## src/rtl/decode_stage.sv

```systemverilog
// RV32I/RV64I instruction decode stage: raw instruction + PC in, registered control bundle out.
// Latency 1 cycle; in_ready = !out_valid || out_ready, flush kills the bundle. Optional DECODE_STR_EN adds decode_str.
module decode_stage #(
    parameter int              XLEN       = 32,
    parameter int              ALU_CTRL_W = 4,
    parameter logic [XLEN-1:0] RESET_PC   = '0
) (
    input  logic                  clk,
    input  logic                  reset,
    input  logic                  flush,
    input  logic                  in_valid,
    output logic                  in_ready,
    input  logic [31:0]           in_instr,
    input  logic [XLEN-1:0]       in_pc,
    output logic                  out_valid,
    input  logic                  out_ready,
    output logic [XLEN-1:0]       out_pc,
    output logic [XLEN-1:0]       imm,
    output logic [ALU_CTRL_W-1:0] alu_ctrl,
    output logic                  alu_src,
    output logic                  alu_pc,
    output logic [4:0]            rd,
    output logic [4:0]            rs1,
    output logic [4:0]            rs2,
    output logic                  reg_write,
    output logic                  mem_read,
    output logic                  mem_write,
    output logic [2:0]            mem_size,
    output logic                  branch,
    output logic                  jump,
`ifdef DECODE_STR_EN
    output logic [79:0]           decode_str,
`endif
    output logic                  illegal
);

    localparam logic [ALU_CTRL_W-1:0] ALU_ADD   = ALU_CTRL_W'(4'h0);
    localparam logic [ALU_CTRL_W-1:0] ALU_SUB   = ALU_CTRL_W'(4'h1);
    localparam logic [ALU_CTRL_W-1:0] ALU_XOR   = ALU_CTRL_W'(4'h2);
    localparam logic [ALU_CTRL_W-1:0] ALU_OR    = ALU_CTRL_W'(4'h3);
    localparam logic [ALU_CTRL_W-1:0] ALU_AND   = ALU_CTRL_W'(4'h4);
    localparam logic [ALU_CTRL_W-1:0] ALU_SLL   = ALU_CTRL_W'(4'h5);
    localparam logic [ALU_CTRL_W-1:0] ALU_SRL   = ALU_CTRL_W'(4'h6);
    localparam logic [ALU_CTRL_W-1:0] ALU_SRA   = ALU_CTRL_W'(4'h7);
    localparam logic [ALU_CTRL_W-1:0] ALU_SLT   = ALU_CTRL_W'(4'h8);
    localparam logic [ALU_CTRL_W-1:0] ALU_SLTU  = ALU_CTRL_W'(4'h9);
    localparam logic [ALU_CTRL_W-1:0] ALU_PASSB = ALU_CTRL_W'(4'hA);

    localparam logic [6:0] OP_R      = 7'b0110011;
    localparam logic [6:0] OP_IMM    = 7'b0010011;
    localparam logic [6:0] OP_LOAD   = 7'b0000011;
    localparam logic [6:0] OP_STORE  = 7'b0100011;
    localparam logic [6:0] OP_BRANCH = 7'b1100011;
    localparam logic [6:0] OP_JAL    = 7'b1101111;
    localparam logic [6:0] OP_JALR   = 7'b1100111;
    localparam logic [6:0] OP_LUI    = 7'b0110111;
    localparam logic [6:0] OP_AUIPC  = 7'b0010111;

    logic [6:0] opcode;
    logic [2:0] f3;
    logic [6:0] f7;
    logic [XLEN-1:0] imm_i, imm_s, imm_b, imm_j, imm_u;

    assign opcode = in_instr[6:0];
    assign f3     = in_instr[14:12];
    assign f7     = in_instr[31:25];
    assign imm_i  = {{(XLEN-11){in_instr[31]}}, in_instr[30:20]};
    assign imm_s  = {{(XLEN-11){in_instr[31]}}, in_instr[30:25], in_instr[11:7]};
    assign imm_b  = {{(XLEN-12){in_instr[31]}}, in_instr[7], in_instr[30:25], in_instr[11:8], 1'b0};
    assign imm_j  = {{(XLEN-20){in_instr[31]}}, in_instr[19:12], in_instr[20], in_instr[30:21], 1'b0};
    assign imm_u  = {{(XLEN-31){in_instr[31]}}, in_instr[30:12], 12'b0};

    logic [XLEN-1:0]       imm_d;
    logic [ALU_CTRL_W-1:0] alu_d;
    logic                  src_d, apc_d, wr_d, mr_d, mw_d, br_d, jmp_d, ill_d;
    logic [2:0]            msz_d;

    always_comb begin
        imm_d = '0;
        alu_d = ALU_ADD;
        src_d = 1'b0;
        apc_d = 1'b0;
        wr_d  = 1'b0;
        mr_d  = 1'b0;
        mw_d  = 1'b0;
        msz_d = 3'd0;
        br_d  = 1'b0;
        jmp_d = 1'b0;
        ill_d = 1'b0;
        case (opcode)
            OP_R: begin
                wr_d = 1'b1;
                if (f7 == 7'h00) begin
                    case (f3)
                        3'd0:    alu_d = ALU_ADD;
                        3'd1:    alu_d = ALU_SLL;
                        3'd2:    alu_d = ALU_SLT;
                        3'd3:    alu_d = ALU_SLTU;
                        3'd4:    alu_d = ALU_XOR;
                        3'd5:    alu_d = ALU_SRL;
                        3'd6:    alu_d = ALU_OR;
                        default: alu_d = ALU_AND;
                    endcase
                end else if (f7 == 7'h20 && f3 == 3'd0) begin
                    alu_d = ALU_SUB;
                end else if (f7 == 7'h20 && f3 == 3'd5) begin
                    alu_d = ALU_SRA;
                end else begin
                    ill_d = 1'b1;
                end
            end
            OP_IMM: begin
                src_d = 1'b1;
                wr_d  = 1'b1;
                imm_d = imm_i;
                case (f3)
                    3'd0:    alu_d = ALU_ADD;
                    3'd1:    alu_d = ALU_SLL;
                    3'd2:    alu_d = ALU_SLT;
                    3'd3:    alu_d = ALU_SLTU;
                    3'd4:    alu_d = ALU_XOR;
                    3'd5:    alu_d = in_instr[30] ? ALU_SRA : ALU_SRL;
                    3'd6:    alu_d = ALU_OR;
                    default: alu_d = ALU_AND;
                endcase
                if ((f3 == 3'd1 || f3 == 3'd5) && f7 != 7'h00 && f7 != 7'h20)
                    ill_d = 1'b1;
            end
            OP_LOAD: begin
                src_d = 1'b1;
                wr_d  = 1'b1;
                mr_d  = 1'b1;
                msz_d = f3;
                imm_d = imm_i;
                ill_d = (f3 == 3'd3) || (f3 == 3'd6) || (f3 == 3'd7);
            end
            OP_STORE: begin
                src_d = 1'b1;
                mw_d  = 1'b1;
                msz_d = f3;
                imm_d = imm_s;
                ill_d = (f3 > 3'd2);
            end
            OP_BRANCH: begin
                br_d  = 1'b1;
                imm_d = imm_b;
                case (f3)
                    3'd0, 3'd1: alu_d = ALU_SUB;
                    3'd4, 3'd5: alu_d = ALU_SLT;
                    3'd6, 3'd7: alu_d = ALU_SLTU;
                    default:    ill_d = 1'b1;
                endcase
            end
            OP_JAL: begin
                apc_d = 1'b1;
                src_d = 1'b1;
                jmp_d = 1'b1;
                wr_d  = 1'b1;
                imm_d = imm_j;
            end
            OP_JALR: begin
                src_d = 1'b1;
                jmp_d = 1'b1;
                wr_d  = 1'b1;
                imm_d = imm_i;
                ill_d = (f3 != 3'd0);
            end
            OP_LUI: begin
                alu_d = ALU_PASSB;
                src_d = 1'b1;
                wr_d  = 1'b1;
                imm_d = imm_u;
            end
            OP_AUIPC: begin
                apc_d = 1'b1;
                src_d = 1'b1;
                wr_d  = 1'b1;
                imm_d = imm_u;
            end
            default: ill_d = 1'b1;
        endcase
        // An illegal bundle still flows downstream but must have no side effects.
        if (ill_d) begin
            wr_d  = 1'b0;
            mr_d  = 1'b0;
            mw_d  = 1'b0;
            br_d  = 1'b0;
            jmp_d = 1'b0;
        end
        if (in_instr[11:7] == 5'd0)
            wr_d = 1'b0;
    end

`ifdef DECODE_STR_EN
    logic [79:0] str_d, str_q;

    always_comb begin
        str_d = "UNKNOWN";
        if (!ill_d) begin
            case (opcode)
                OP_R: begin
                    case (f3)
                        3'd0:    str_d = in_instr[30] ? "SUB" : "ADD";
                        3'd1:    str_d = "SLL";
                        3'd2:    str_d = "SLT";
                        3'd3:    str_d = "SLTU";
                        3'd4:    str_d = "XOR";
                        3'd5:    str_d = in_instr[30] ? "SRA" : "SRL";
                        3'd6:    str_d = "OR";
                        default: str_d = "AND";
                    endcase
                end
                OP_IMM: begin
                    case (f3)
                        3'd0:    str_d = "ADDI";
                        3'd1:    str_d = "SLLI";
                        3'd2:    str_d = "SLTI";
                        3'd3:    str_d = "SLTIU";
                        3'd4:    str_d = "XORI";
                        3'd5:    str_d = in_instr[30] ? "SRAI" : "SRLI";
                        3'd6:    str_d = "ORI";
                        default: str_d = "ANDI";
                    endcase
                end
                OP_LOAD: begin
                    case (f3)
                        3'd0:    str_d = "LB";
                        3'd1:    str_d = "LH";
                        3'd2:    str_d = "LW";
                        3'd4:    str_d = "LBU";
                        default: str_d = "LHU";
                    endcase
                end
                OP_STORE: begin
                    case (f3)
                        3'd0:    str_d = "SB";
                        3'd1:    str_d = "SH";
                        default: str_d = "SW";
                    endcase
                end
                OP_BRANCH: begin
                    case (f3)
                        3'd0:    str_d = "BEQ";
                        3'd1:    str_d = "BNE";
                        3'd4:    str_d = "BLT";
                        3'd5:    str_d = "BGE";
                        3'd6:    str_d = "BLTU";
                        default: str_d = "BGEU";
                    endcase
                end
                OP_JAL:   str_d = "JAL";
                OP_JALR:  str_d = "JALR";
                OP_LUI:   str_d = "LUI";
                OP_AUIPC: str_d = "AUIPC";
                default:  str_d = "UNKNOWN";
            endcase
        end
    end

    always_ff @(posedge clk or negedge reset) begin
        if (!reset)
            str_q <= "RESET";
        else if (!flush && in_valid && in_ready)
            str_q <= str_d;
    end

    assign decode_str = str_q;
`endif

    logic                  rdy_q, vld_q;
    logic [XLEN-1:0]       pc_q, imm_q;
    logic [ALU_CTRL_W-1:0] alu_q;
    logic                  src_q, apc_q, wr_q, mr_q, mw_q, br_q, jmp_q, ill_q;
    logic [2:0]            msz_q;
    logic [4:0]            rd_q, rs1_q, rs2_q;

    // rdy_q keeps in_ready low while reset is held and for the release edge.
    assign in_ready = rdy_q && (!vld_q || out_ready);

    always_ff @(posedge clk or negedge reset) begin
        if (!reset) begin
            rdy_q <= 1'b0;
            vld_q <= 1'b0;
            pc_q  <= RESET_PC;
            imm_q <= '0;
            alu_q <= '0;
            src_q <= 1'b0;
            apc_q <= 1'b0;
            wr_q  <= 1'b0;
            mr_q  <= 1'b0;
            mw_q  <= 1'b0;
            msz_q <= 3'd0;
            br_q  <= 1'b0;
            jmp_q <= 1'b0;
            ill_q <= 1'b0;
            rd_q  <= 5'd0;
            rs1_q <= 5'd0;
            rs2_q <= 5'd0;
        end else begin
            rdy_q <= 1'b1;
            if (flush) begin
                vld_q <= 1'b0;
                wr_q  <= 1'b0;
                mr_q  <= 1'b0;
                mw_q  <= 1'b0;
                br_q  <= 1'b0;
                jmp_q <= 1'b0;
                ill_q <= 1'b0;
            end else if (in_valid && in_ready) begin
                vld_q <= 1'b1;
                pc_q  <= in_pc;
                imm_q <= imm_d;
                alu_q <= alu_d;
                src_q <= src_d;
                apc_q <= apc_d;
                wr_q  <= wr_d;
                mr_q  <= mr_d;
                mw_q  <= mw_d;
                msz_q <= msz_d;
                br_q  <= br_d;
                jmp_q <= jmp_d;
                ill_q <= ill_d;
                rd_q  <= in_instr[11:7];
                rs1_q <= in_instr[19:15];
                rs2_q <= in_instr[24:20];
            end else if (out_ready) begin
                vld_q <= 1'b0;
            end
        end
    end

    assign out_valid = vld_q;
    assign out_pc    = pc_q;
    assign imm       = imm_q;
    assign alu_ctrl  = alu_q;
    assign alu_src   = src_q;
    assign alu_pc    = apc_q;
    assign rd        = rd_q;
    assign rs1       = rs1_q;
    assign rs2       = rs2_q;
    assign reg_write = wr_q;
    assign mem_read  = mr_q;
    assign mem_write = mw_q;
    assign mem_size  = msz_q;
    assign branch    = br_q;
    assign jump      = jmp_q;
    assign illegal   = ill_q;

endmodule

```

## config.mk

```make
export PLATFORM = sky130hd
export DESIGN_NAME = decode_stage
export DESIGN_NICKNAME = d
export VERILOG_FILES = /design/src/rtl/decode_stage.sv
export SDC_FILE = /design/constraint.sdc
export NUM_CORES = 1
export LEC_CHECK = 0
export CORE_MARGIN = 4
export CORE_UTILIZATION = 49
export CTS_BUF_LIST = sky130_fd_sc_hd__clkbuf_4
export CTS_CLUSTER_SIZE = 16
export DETAILED_ROUTE_END_ITERATION = 6
export GPL_ROUTABILITY_DRIVEN = 0
export PLACE_DENSITY = 0.88
export SETUP_SLACK_MARGIN = 0.05
export SLEW_MARGIN = 20
export SYNTH_ARGS = -nofsm -noshare
export SYNTH_HDL_FRONTEND = slang
export SYNTH_SLANG_ARGS = --single-unit
```

## constraint.sdc

```tcl
create_clock -name clk -period 3.8 [get_ports clk]
set_input_delay 0.38 -clock clk [delete_from_list [all_inputs] [get_ports clk]]
set_output_delay 0.38 -clock clk [all_outputs]
set_load 0.02 [all_outputs]
```

==> metrics.txt <==
initial antenna violation count 0; Slowest-stage cell, CP clkdlybuf4s50_1; CP Max Fanout 16; CTS resizes 0; leak pwr 2.749 nW; clk buf depth 2; vias in the first global route 4102; first-pass GRT wire length 20730 um; share of layout cells above drive strength 1 4.702%; Post-Synthesis Cells 485; WHS 0.05507 ns; WL per Instance 17.19 um; register area share after synthesis 55.41%; synthesized area 4335 um2; CP cell instances clkdlybuf4s50_1 -> nor2b_1 -> and3_1 -> a21o_1 -> a21oi_1 -> o21ai_0; crit path buf inv count 1; crit-path max cell delay 0.70 ns; # port buffers 164; syn nets 559; Post-Place Cell Area 6027 um2; 1st-iter DRT viols 221; pwr dens 381.7 nW/um2; fmax 404.4 MHz; min Tclk post-route 2.473 ns; Initial Util 49.96%; WL final 12830 um; ys flop type dfrtp_1; post-route insts no fill 746; Fillers 695; core outline area 8678 um2; post-route cell area 6141 um2; Via density 5.322; Setup TNS 0 ns; unrepaired setup endpoints after global routing no; critical path class in2reg; Clock Sink Count 96; Data arrival, critical path 2.83 ns; Worst VDD drop 0.0002798 V; Final #Nets 707; htree depth 3; Global Route Usage Sum 25.74%; synthesized area per cell 8.939 um2; Die Wd 102.1 um; most frequent cell after synthesis nand2_1; Rows 34; Post-DP HPWL 9669 um; CP Launch Type primary input; Worst Path Required 4.16 ns; Netlist cell types 51; Synth warnings 0; Area growth syn-to-layout 41.65%; synth cell count leaders nand2_1 (179), dfrtp_1 (96), a21oi_1 (36), nor2_1 (26), o21ai_0 (25); CP top delay family simple AND/OR/NAND/NOR gates; CTS Hold Bufs 0; TritonCTS clock tree built; fin. max-slew vios 0; vias 3970; outcome finished clean; Clock Pin Slew Worst Setup and Hold Paths 0.15 ns; largest net degree at the start of global routing 77; Root Buffer clkbuf_4; Period Utilization, post-route 65.08%; pin slew with the least headroom to its limit 0.9495 ns; Post-synth EDFFs 0; grt total ovfl 0; Post-synth ARST share 100.0%; num ports 165; DRC errors left 0; max cap viols 0; First-pass DRT Iterations 6; Yosys top cell by area dfrtp_1; post-CTS setup buffer count 0; Inserted Clock Buffers 9; largest cells by area after synthesis dfrtp_1 (55%), nand2_1 (15%), a21oi_1 (4.2%); Synth top area share 55.41%; Clock Latency Late Sink 0.44 ns; die area 10420 um2; register bit total from synthesis 96; final setup violation count 0; hold crit path type in2async; Placed Instances 730; die height 102.1 um; CP endpoint kind register; Fin. Hold Viols 0; relative slew slack 36.70%; Tot Pwr 2.344 mW; skew final 0.009453 ns; ANT nets after route 0; Ant. Diodes 0
power by group:
| group | total (mW) | switching, mW | internal (mW) |
|---|---|---|---|
| Sequential | 1.20 | 0.0643 | 1.13 |
| Combinational | 0.671 | 0.361 | 0.310 |
| Clock | 0.478 | 0.344 | 0.134 |
cells in the final DEF, fill, tap and decap left out, drive strengths merged, types with 6 or more instances in the layout:
cell type / instances
nand2: 179
clkdlybuf4s50: 163
dfrtp: 96
a21oi: 37
o21ai: 31
nor2: 26
a22o: 10
clkbuf: 9
nand3: 7
nor3: 6
buf: 6
cell families (layout without fill, tap and decap cells):
kind of cell | after synthesis | count (layout) | share of synthesized area [%]
buf+inv | 36 | 189 | 3.319
simple gates | 241 | 241 | 23.43
fa+ha+maj | 5 | 5 | 1.443
flops | 96 | 96 | 55.41
xor+xnor | 1 | 1 | 0.2021
other cells | 1 | 1 | 0.08650
compound gates | 105 | 105 | 16.10
registers in the layout, summed over array words and instances (netlist names), 3 cells and up:
| name | flops |
|---|---|
| rs1 | 5 |
| mem_size | 3 |
| rs2 | 5 |
| alu_ctrl | 4 |
| out_pc | 32 |
| rd | 5 |
| imm | 32 |
metrics by stage:
stage	util, %	worst slack, ns
floorplan	-	1.938
global placement	69.45	1.074
detailed placement	69.45	0.9372
CTS	70.76	1.400
global route	70.76	1.183
finish	70.76	1.327
final timing paths:
check                       startpoint           to  slack (ns)  cells after the start
min in group clk              in_pc[1]    out_pc[1]        0.45                      3
max in group asynchronous        reset    out_pc[4]        2.88                      2
max reg2reg                  out_valid    reg_write        1.70                      5
max                        in_instr[6]      imm[16]        1.33                      6
min reg2reg                mem_size[2]  mem_size[2]        0.49                      2
min                              reset   out_pc[19]        0.06                      1
area by class of cell:
| class | instances | area [um2] | share of cell area [%] |
|---|---|---|---|
| Clock buffer | 9 | 67.56 | 1.100 |
| Timing Repair Buffer | 169 | 1677 | 27.30 |
| Clock inverter | 7 | 46.29 | 0.7539 |
| Tap cell | 108 | 135.1 | 2.200 |
| Multi-Input combinational cell | 353 | 1798 | 29.28 |
| Sequential cell | 96 | 2402 | 39.12 |
| Inverter | 4 | 15.01 | 0.2445 |
metal layers:
layer / up-vias / routed length (um) / global-route usage, %
met5: - / 0 / 0
met4: 0 / 201 / 6.054
met3: 22 / 1294 / 10.44
met2: 137 / 6387 / 43.73
met1: 1895 / 4943 / 30.76
li1: 1916 / - / -
Power figures use the tool's default switching activity.
